$ cat src/rtl/fwd_hazard_unit_pkg.sv
// Shared definitions for the forwarding/hazard unit: select-width helper,
// default pipe-entry layout and the register-file select code.
// Optional stats counters are enabled by defining FWD_STATS_EN.
`ifndef FWD_REG_ADDR_W
`define FWD_REG_ADDR_W 5
`endif
`ifndef FWD_NUM_SRC
`define FWD_NUM_SRC 2
`endif

package fwd_pkg;

  // fwd_sel code meaning "take the operand from the register file"
  localparam int SEL_RF = 0;

  // Width of one fwd_sel field: must encode 0..depth, never narrower than 1
  function automatic int fwd_sel_w(input int depth);
    return (depth < 1) ? 1 : $clog2(depth + 1);
  endfunction

  // Tracking-pipe entry for the default address width / source count
  typedef struct packed {
    logic                                         valid;
    logic                                         regwrite;
    logic                                         memread;
    logic [`FWD_REG_ADDR_W-1:0]                   rd;
    logic [`FWD_NUM_SRC-1:0][`FWD_REG_ADDR_W-1:0] src;
  } pipe_entry_t;

endpackage

$ cat src/rtl/fwd_hazard_unit_if.sv
// ID-stage issue bus into the forwarding/hazard unit and its EX-side outputs.
// FWD_STATS_EN adds the stall/forward event counters to the bundle.
interface fwd_hazard_unit_if #(
  parameter int REG_ADDR_W = 5,
  parameter int NUM_SRC    = 2,
  parameter int FWD_DEPTH  = 2
);
  localparam int SEL_W = fwd_pkg::fwd_sel_w(FWD_DEPTH);

  logic                          issue_valid;
  logic [REG_ADDR_W-1:0]         issue_rd;
  logic                          issue_regwrite;
  logic                          issue_memread;
  logic [NUM_SRC*REG_ADDR_W-1:0] id_src;
  logic                          flush;
  logic [NUM_SRC*SEL_W-1:0]      fwd_sel;
  logic                          stall;
`ifdef FWD_STATS_EN
  logic [31:0]                   stall_cycles;
  logic [31:0]                   fwd_events;
`endif

  modport master (
    output issue_valid, issue_rd, issue_regwrite, issue_memread, id_src, flush,
    input  fwd_sel, stall
`ifdef FWD_STATS_EN
    , input stall_cycles, fwd_events
`endif
  );

  modport slave (
    input  issue_valid, issue_rd, issue_regwrite, issue_memread, id_src, flush,
    output fwd_sel, stall
`ifdef FWD_STATS_EN
    , output stall_cycles, fwd_events
`endif
  );

endinterface

$ cat src/rtl/fwd_hazard_unit_match.sv
// fwd_match: nearest-producer priority search over a window of pipe entries.
// Element j of the window is reported as stage BASE+j; readiness compares
// that stage against LOAD_LAT so the same block serves both the EX forward
// decision (BASE=1 over pipe[1..]) and the ID stall decision (BASE=1 over
// pipe[0..], i.e. the stage the producer will occupy when the consumer is in EX).
module fwd_match
  import fwd_pkg::*;
#(
  parameter int AW       = 5,
  parameter int N        = 2,
  parameter int BASE     = 1,
  parameter int LOAD_LAT = 2,
  parameter int SW       = 2
) (
  input  logic [AW-1:0]        addr,
  input  logic [N-1:0]         wr,
  input  logic [N-1:0]         ld,
  input  logic [N-1:0][AW-1:0] rd,
  output logic                 found,
  output logic [SW-1:0]        stage,
  output logic                 ready
);

  // Walk oldest to youngest so the nearest matching producer wins last
  always_comb begin
    found = 1'b0;
    stage = SW'(SEL_RF);
    ready = 1'b0;
    for (int j = N - 1; j >= 0; j--) begin
      if (wr[j] && (rd[j] == addr) && (addr != '0)) begin
        found = 1'b1;
        stage = SW'(BASE + j);
        ready = !ld[j] || ((BASE + j) >= LOAD_LAT);
      end
    end
  end

endmodule

$ cat src/rtl/fwd_hazard_unit.sv
// fwd_hazard_unit: tracks in-flight destinations from EX onward, picks the
// nearest ready forwarding stage per EX operand and raises stall on load-use.
// Defining FWD_STATS_EN adds saturating stall_cycles / fwd_events counters.
module fwd_hazard_unit
  import fwd_pkg::*;
#(
  parameter int REG_ADDR_W = `FWD_REG_ADDR_W,
  parameter int NUM_SRC    = `FWD_NUM_SRC,
  parameter int FWD_DEPTH  = 2,
  parameter int LOAD_LAT   = 2
) (
  input  logic         Clk,
  input  logic         Reset,
  fwd_hazard_unit_if.slave bus
);
  localparam int SEL_W = fwd_sel_w(FWD_DEPTH);

  typedef struct packed {
    logic                               valid;
    logic                               regwrite;
    logic                               memread;
    logic [REG_ADDR_W-1:0]              rd;
    logic [NUM_SRC-1:0][REG_ADDR_W-1:0] src;
  } entry_t;

  entry_t pipe [0:FWD_DEPTH];
  entry_t issue_entry;
  logic   stall;

  logic [FWD_DEPTH-1:0]                 wr_f, ld_f, wr_s, ld_s;
  logic [FWD_DEPTH-1:0][REG_ADDR_W-1:0] rd_f, rd_s;
  logic [NUM_SRC-1:0]                   f_found, f_ready, s_found, s_ready, stall_src;
  logic [NUM_SRC-1:0][SEL_W-1:0]        f_stage, s_stage, sel;

  // Entry entering EX: flush or stall turns it into a bubble
  always_comb begin
    issue_entry          = '0;
    issue_entry.valid    = bus.issue_valid & ~stall & ~bus.flush;
    issue_entry.regwrite = bus.issue_regwrite;
    issue_entry.memread  = bus.issue_memread;
    issue_entry.rd       = bus.issue_rd;
    issue_entry.src      = bus.id_src;
  end

  // Tracking pipe shifts every cycle; reset clears all entries
  always_ff @(posedge Clk) begin
    if (!Reset) begin
      for (int k = 0; k <= FWD_DEPTH; k++) pipe[k] <= '0;
    end else begin
      pipe[0] <= issue_entry;
      for (int k = 1; k <= FWD_DEPTH; k++) pipe[k] <= pipe[k-1];
    end
  end

  // Producer windows: pipe[1..D] for EX forwarding, pipe[0..D-1] for ID hazards
  always_comb begin
    wr_f = '0; ld_f = '0; rd_f = '0;
    wr_s = '0; ld_s = '0; rd_s = '0;
    for (int j = 0; j < FWD_DEPTH; j++) begin
      wr_f[j] = pipe[j+1].valid & pipe[j+1].regwrite;
      ld_f[j] = pipe[j+1].memread;
      rd_f[j] = pipe[j+1].rd;
      wr_s[j] = pipe[j].valid & pipe[j].regwrite;
      ld_s[j] = pipe[j].memread;
      rd_s[j] = pipe[j].rd;
    end
  end

  for (genvar i = 0; i < NUM_SRC; i++) begin : g_src
    logic [REG_ADDR_W-1:0] id_addr;
    assign id_addr = bus.id_src[i*REG_ADDR_W +: REG_ADDR_W];

    fwd_match #(
      .AW(REG_ADDR_W), .N(FWD_DEPTH), .BASE(1), .LOAD_LAT(LOAD_LAT), .SW(SEL_W)
    ) u_fwd (
      .addr (pipe[0].src[i]),
      .wr   (wr_f),
      .ld   (ld_f),
      .rd   (rd_f),
      .found(f_found[i]),
      .stage(f_stage[i]),
      .ready(f_ready[i])
    );

    fwd_match #(
      .AW(REG_ADDR_W), .N(FWD_DEPTH), .BASE(1), .LOAD_LAT(LOAD_LAT), .SW(SEL_W)
    ) u_haz (
      .addr (id_addr),
      .wr   (wr_s),
      .ld   (ld_s),
      .rd   (rd_s),
      .found(s_found[i]),
      .stage(s_stage[i]),
      .ready(s_ready[i])
    );

    // A nearest producer that is not yet ready falls back to the register file
    assign sel[i]       = (pipe[0].valid && f_found[i] && f_ready[i]) ? f_stage[i]
                                                                      : SEL_W'(SEL_RF);
    assign stall_src[i] = s_found[i] & ~s_ready[i];
  end

  assign stall       = |stall_src;
  assign bus.stall   = stall;
  assign bus.fwd_sel = sel;

`ifdef FWD_STATS_EN
  logic [31:0] stall_cycles, fwd_events, nz;
  logic [32:0] fwd_sum;

  // Number of operands actually forwarded this cycle
  always_comb begin
    nz = '0;
    for (int i = 0; i < NUM_SRC; i++) nz = nz + 32'(sel[i] != '0);
  end

  assign fwd_sum = {1'b0, fwd_events} + {1'b0, nz};

  // Saturating event counters
  always_ff @(posedge Clk) begin
    if (!Reset) begin
      stall_cycles <= '0;
      fwd_events   <= '0;
    end else begin
      if (stall && (stall_cycles != '1)) stall_cycles <= stall_cycles + 32'd1;
      fwd_events <= fwd_sum[32] ? '1 : fwd_sum[31:0];
    end
  end

  assign bus.stall_cycles = stall_cycles;
  assign bus.fwd_events   = fwd_events;
`endif

endmodule

$ cat src/flat_wrapper.sv
// flat-port wrapper written by rule: the top's interface ports become plain ports
module fwd_hazard_unit_flat import fwd_pkg::*;
#(
  parameter int REG_ADDR_W = `FWD_REG_ADDR_W,
  parameter int NUM_SRC    = `FWD_NUM_SRC,
  parameter int FWD_DEPTH  = 2,
  parameter int LOAD_LAT   = 2
)
  (Clk, Reset, bus_issue_valid, bus_issue_rd, bus_issue_regwrite, bus_issue_memread, bus_id_src, bus_flush, bus_fwd_sel, bus_stall);
  fwd_hazard_unit_if #(.REG_ADDR_W(REG_ADDR_W), .NUM_SRC(NUM_SRC), .FWD_DEPTH(FWD_DEPTH)) bus_i ();
  input  logic Clk;
  input  logic Reset;
  input wire logic [$bits(bus_i.issue_valid)-1:0] bus_issue_valid;
  input wire logic [$bits(bus_i.issue_rd)-1:0] bus_issue_rd;
  input wire logic [$bits(bus_i.issue_regwrite)-1:0] bus_issue_regwrite;
  input wire logic [$bits(bus_i.issue_memread)-1:0] bus_issue_memread;
  input wire logic [$bits(bus_i.id_src)-1:0] bus_id_src;
  input wire logic [$bits(bus_i.flush)-1:0] bus_flush;
  output wire logic [$bits(bus_i.fwd_sel)-1:0] bus_fwd_sel;
  output wire logic [$bits(bus_i.stall)-1:0] bus_stall;
  assign bus_i.issue_valid = bus_issue_valid;
  assign bus_i.issue_rd = bus_issue_rd;
  assign bus_i.issue_regwrite = bus_issue_regwrite;
  assign bus_i.issue_memread = bus_issue_memread;
  assign bus_i.id_src = bus_id_src;
  assign bus_i.flush = bus_flush;
  assign bus_fwd_sel = bus_i.fwd_sel;
  assign bus_stall = bus_i.stall;
  fwd_hazard_unit #(.REG_ADDR_W(REG_ADDR_W), .NUM_SRC(NUM_SRC), .FWD_DEPTH(FWD_DEPTH), .LOAD_LAT(LOAD_LAT)) u_core (.Clk(Clk), .Reset(Reset), .bus(bus_i));
endmodule
$ cat config.mk
export PLATFORM = sky130hd
export DESIGN_NAME = fwd_hazard_unit_flat
export DESIGN_NICKNAME = d
export VERILOG_FILES = /design/src/rtl/fwd_hazard_unit_pkg.sv /design/src/rtl/fwd_hazard_unit_if.sv /design/src/rtl/fwd_hazard_unit_match.sv /design/src/rtl/fwd_hazard_unit.sv /design/src/flat_wrapper.sv
export SDC_FILE = /design/constraint.sdc
export NUM_CORES = 1
export LEC_CHECK = 0
export CAP_MARGIN = 15
export CORE_MARGIN = 5
export CORE_UTILIZATION = 35
export CTS_CLUSTER_SIZE = 14
export DETAILED_ROUTE_END_ITERATION = 7
export GPL_TIMING_DRIVEN = 0
export PLACE_DENSITY_LB_ADDON = 0.25
export SLEW_MARGIN = 20
export SYNTH_ARGS = -nofsm -noshare
export SYNTH_HDL_FRONTEND = slang
export SYNTH_HIERARCHICAL = 1
export SYNTH_SLANG_ARGS = --single-unit
$ cat constraint.sdc
create_clock -name Clk -period 2.8 [get_ports Clk]
set_input_delay 0.56 -clock Clk [delete_from_list [all_inputs] [get_ports Clk]]
set_output_delay 0.56 -clock Clk [all_outputs]
set_load 0.1 [all_outputs]
==> results of run 1 <==
-- metrics by stage --
stage / instances / TNS (ns) / worst slack, ns
final: 243 / 0 / 0.0647
after global routing: 243 / 0 / 0.00335
after CTS: 243 / -0.140 / -0.140
after detailed placement: 235 / -2.84 / -1.23
after global placement: 235 / -2.68 / -1.22
after floorplan: 158 / 0 / 0.0939
-- what timing repair did --
item / in CTS / in global routing
buffers inserted: 0 / 0
resized for setup: 41 / 29
endpoints found under the setup margin: 5 / 5
pin swaps: 0 / 3
-- critical path: stages --
cell and delay, ns:
clkbuf_2 0.13, or4_4 0.56, nor2_4 0.16, nor4_4 0.07, mux2_4 0.32, o22ai_4 0.17, buf_12 0.19
-- power by group --
| group | total [uW] | internal, uW | switching, uW |
|---|---|---|---|
| clock network | 334 | 172 | 162 |
| registers | 514 | 491 | 23.7 |
| logic | 115 | 63.9 | 50.6 |
-- how the worst max path moves through the flow --
stage | to | cells after the start
4_1_cts | bus_stall | 7
2_1_floorplan | bus_stall | 5
5_1_grt | bus_fwd_sel[0] | 6
3_5_place_dp | bus_stall | 7
3_3_place_gp | bus_stall | 7
6_report | bus_stall | 7
-- area by class of cell --
cell class / count / area share [%]
Inverter: 6 / 1.10
Tap cell: 52 / 3.17
Clock inverter: 2 / 0.487
Clock buffer: 6 / 3.53
Sequential cell: 33 / 32.3
Buffer: 3 / 0.731
Multi-Input combinational cell: 116 / 47.9
Timing Repair Buffer: 25 / 10.8
-- routing by layer --
layer	vias up	share of wire, %	GRT usage, %
met5	-	0	0
met4	0	2.7	5.33
met2	24	52	20.5
li1	588	-	-
met1	538	40	13.2
met3	8	5.0	3.94
-- placed cells by master, fill, tap and decap left out --
| cell | count |
|---|---|
| and2_1 | 32 |
| dfxtp_1 | 31 |
| xnor2_1 | 24 |
| xor2_1 | 16 |
| clkdlybuf4s50_1 | 10 |
| clkbuf_2 | 10 |
| nand4_1 | 8 |
| inv_1 | 6 |
| clkbuf_8 | 5 |
| buf_4 | 4 |
| and4_1 | 4 |
| nor4_4 | 4 |
| nor4_1 | 4 |
| mux2_4 | 4 |
| or2_1 | 4 |
| dlymetal6s2s_1 | 3 |
| and2_2 | 3 |
| nor2_4 | 3 |
| clkinv_2 | 2 |
| or4_1 | 2 |
| nor2b_1 | 2 |
| or4_4 | 2 |
| dfxtp_2 | 2 |
| clkbuf_1 | 1 |
| buf_12 | 1 |
| o22ai_4 | 1 |
| and3b_1 | 1 |
| o221a_2 | 1 |
| nor2_2 | 1 |
==> reports/results.txt, run 1 <==
Vias/cell = 4.77
TritonCTS buffer count = 5
Reg2reg end = u_core/pipe[0][17]
Slew @ Worst Pin = 0.405 ns
Post-synthesis area per instance = 10.2 um^2
Final Critical Period = 2.74 ns
Critical path class = input pin to output pin
Die height = 77.8 um
Synth-to-layout area growth = 27.6%
Routed WL = 3380 um
Worst vdd ir = 0.416 mV
Final worst path period share = 97.7%
Filler cells = 425
HP Class = flop to flop
Starting Density = 36.5%
Largest register FFs = 33
Remaining global-route overflow = 0
CP Data Required Time = 2.24 ns
Antenna violation net count after detailed routing = 0
IO Count = 26
1st-iter DRT viols = 18
Worst R2R Path Depth = 5
I/O Buffers = 25
Final setup viols = 0
Biggest register = u_core/pipe
Post-layout utilization of the core = 46.5%
Longest Clk Path Bufs = 2
Status = complete, no violations
WL per Instance = 13.9 um
RSZ-0062 raised after global routing = no
Post-Syn Area = 0.00161 mm^2
DRC violations left = 0
Die Wd = 77.8 um
Pin count of the biggest net entering global routing = 11
Hold slack = 0.448 ns
CTS tree = built
DIE AREA = 0.00606 mm^2
Hold-fix buffers at CTS = 0
Clk sinks = 33
Critical Path Fanout Max = 4
Clock latency on the worst-skew pair = 0.28 ns
Finished Cell Area = 0.00205 mm^2
Initial antenna violation count = 0
Seq. cell area = 663 um^2
CP Launch Type = input pin
PwrDens = 469 mW/mm^2
Via count = 1158
Largest registers = u_core/pipe x33
Hpwl dp = 2710 um
First-pass DRT Iterations = 4
WHS Endpoint = u_core/pipe[0][34]
Yosys warns = 6
MaxCap Viol Count = 0
Critical R2R Launch = u_core/pipe[0][17]
Hold path start = u_core/pipe[0][16]
F_max = 0.366 GHz
Tot GR Track Use = 11.9%
Worst Setup SP = bus_id_src[2]
Clk pin slew, worst setup/hold paths = 0.06 ns
Pwr Total = 963 uW
Core area = 0.00441 mm^2
Relative slew slack = 72.7%
Hold violation count in the final report = 0
R2r setup slk = 1.09 ns
Syn Nets = 179
Multi-input logic area = 983 um^2
First-pass GRT wire length = 5650 um
CP Capture Type = output pin
Hold path cells = 1
Final-report max-slew violation count = 0
Clock Skew = 0.00270 ns
H-tree levels = 2
Placed cell areas = 0.00194 mm^2
Final nets = 211
Row cnt = 24
Crit path DAT = 2.18 ns
Clock Root Buffer = clkbuf_8
RD Place Congestion = 0.836
Layout cells sized above 1 = 22.5%
N_diodes = 0
Post-Syn Instances = 158
Pleak = 0.000823 uW
Vias in the first global route = 1253
(Power assumes the default switching activity.)
==> inputs of run 2 (changes only) <==
--- a/config.mk
+++ b/config.mk
@@ -5,9 +5,11 @@
 export SDC_FILE = /design/constraint.sdc
 export NUM_CORES = 1
 export LEC_CHECK = 0
+export ABC_CLOCK_PERIOD_IN_PS = 2800
 export CAP_MARGIN = 15
 export CORE_MARGIN = 5
 export CORE_UTILIZATION = 35
+export CTS_BUF_LIST = sky130_fd_sc_hd__clkbuf_8
 export CTS_CLUSTER_SIZE = 14
 export DETAILED_ROUTE_END_ITERATION = 7
 export GPL_TIMING_DRIVEN = 0
==> run 2 against run 1 <==
Against the previous run:
- clock skew unchanged
- clock power about the same
- critical path depth stayed put
- cell count did not move
- largest cell class unchanged
- register-to-register slack is essentially flat
==> reports/results.txt, run 2 (same netlist as run 1, synthesis figures left out) <==
Wl on met1 = 1370 um
TritonCTS buffer count = 5
HP Class = flop to flop
Register share of total power = 53.6%
Pin count of the biggest net entering global routing = 11
1st-iter DRT viols = 18
N_diodes = 0
Max Used Layer = met4
Die Wd = 77.8 um
Initial antenna violation count = 0
First-pass GRT wire length = 5650 um
CP Data Required Time = 2.24 ns
Pleak = 0.000827 uW
Largest registers = u_core/pipe x33
DRC violations left = 0
Hold path cells = 1
CP Launch Type = input pin
Slowest CP cell = or4_4
DIE AREA = 0.00606 mm^2
WL per Instance = 13.9 um
Clock Root Buffer = clkbuf_8
Pwr Total = 960 uW
Hold-fix buffers at CTS = 0
Switching share of power = 24.7%
Clk pin slew, worst setup/hold paths = 0.06 ns
Final-report max-slew violation count = 0
Hpwl dp = 2710 um
Synth-to-layout area growth = 27.6%
WL met3 = 169 um
MaxCap Viol Count = 0
Die height = 77.8 um
Sw Pwr = 237 uW
Worst vdd ir = 0.416 mV
Vias/cell = 4.77
Slew @ Worst Pin = 0.405 ns
Crit path DAT = 2.18 ns
Routed WL = 3380 um
H-tree levels = 2
Critical Path Max Stage Delay = 0.56 ns
Clock latency on the worst-skew pair = 0.28 ns
Starting Density = 36.5%
Clk network pwr share = 34.5%
Layout cells sized above 1 = 22.5%
Final Critical Period = 2.74 ns
Vias in the first global route = 1253
Antenna violation net count after detailed routing = 0
Remaining global-route overflow = 0
Status = complete, no violations
Filler cells = 425
F_max = 0.366 GHz
RSZ-0062 raised after global routing = no
Critical path class = input pin to output pin
Comb power frac = 11.9%
Worst-path cell chain = clkbuf_2, or4_4, nor2_4, nor4_4, mux2_4, o22ai_4, buf_12
Final nets = 211
Biggest register = u_core/pipe
I/O Buffers = 25
Largest register FFs = 33
Row cnt = 24
Via count = 1158
Final setup TNS = 0 ns
Final worst path period share = 97.7%
Critical Path Fanout Max = 4
PwrDens = 467 mW/mm^2
Tot GR Track Use = 11.9%
Final setup viols = 0
RD Place Congestion = 0.836
Clk sinks = 33
Hold violation count in the final report = 0
IO Count = 26
Most common cell after layout, fill and taps aside = and2_1
Longest Clk Path Bufs = 2
CP Capture Type = output pin
Clock Skew = 0.00270 ns
Internal power = 723 uW
Most frequent cells in the layout = 32 x and2_1, 31 x dfxtp_1, 24 x xnor2_1, 16 x xor2_1
Core area = 0.00441 mm^2
Relative slew slack = 72.7%
Length of routed met2 wiring = 1750 um
First-pass DRT Iterations = 4
Worst R2R Path Depth = 5
CTS tree = built
[run 2: changes by cell type in the layout (fill, tap and decap cells not counted)]
cell      delta
clkbuf_1     -1
inv_1        +1
[run 2: metrics by stage]
stage	instances	setup WS (ns)	util, %	hold slack, ns	area (um^2)
6_report	243	0.0647	46.5	0.447	2050
5_1_grt	243	0.00335	46.5	0.472	2050
4_1_cts	243	-0.140	45.9	0.456	2030
3_5_place_dp	235	-1.23	43.9	0.443	1940
3_3_place_gp	235	-1.22	43.9	0.439	1940
2_1_floorplan	158	0.0939	-	0.422	1620
[run 2: metal layers]
layer	vias up	global-route usage (%)
li1	588	-
met1	538	13.2
met2	24	20.5
met3	8	3.94
met4	0	5.33
met5	-	0
[run 2: power groups by stage]
stage | clock (uW) | sequential, uW | combinational [uW]
3_3_place_gp | 0 | 523 | 109
5_1_grt | 364 | 517 | 125
4_1_cts | 343 | 514 | 111
3_5_place_dp | 0 | 524 | 112
6_report | 331 | 514 | 115
2_1_floorplan | 0 | 518 | 64.8
[run 2: path summary, 6_finish.rpt]
| path | from | endpoint | slack (ns) |
|---|---|---|---|
| worst max register to register | u_core/pipe[0][17] | u_core/pipe[0][17] | 1.09 |
| worst min register to register | u_core/pipe[0][16] | u_core/pipe[0][34] | 0.45 |
| worst min-delay path | u_core/pipe[0][16] | u_core/pipe[0][34] | 0.45 |
| worst max-delay path | bus_id_src[2] | bus_stall | 0.06 |
[run 2: layout make-up]
cell class              instances  area, um^2  area share (%)
repair buffers                 25         223            10.8
clock buffers                   5        68.8            3.35
inverters                       6        22.5            1.10
clock inverters                 3        13.8           0.670
well taps                      52        65.1            3.17
multi-input cells             116         983            47.9
flip-flops and latches         33         663            32.3
plain buffers                   3        15.0           0.731
[run 2: worst max-delay path: cells and delay by family]
kind / cells / cell delay [ns]
AOI/OAI and AO/OA: 1 / 0.17
buffers and inverters: 2 / 0.32
muxes: 1 / 0.32
and+or+nand+nor: 3 / 0.79
[run 2: repair_timing]
item | 4_1_cts | 5_1_grt
buffers inserted | 0 | 0
pin swaps | 0 | 3
gates resized for setup | 41 | 29
endpoints found under the setup margin | 5 | 5
endpoints found under the hold margin | 0 | 0
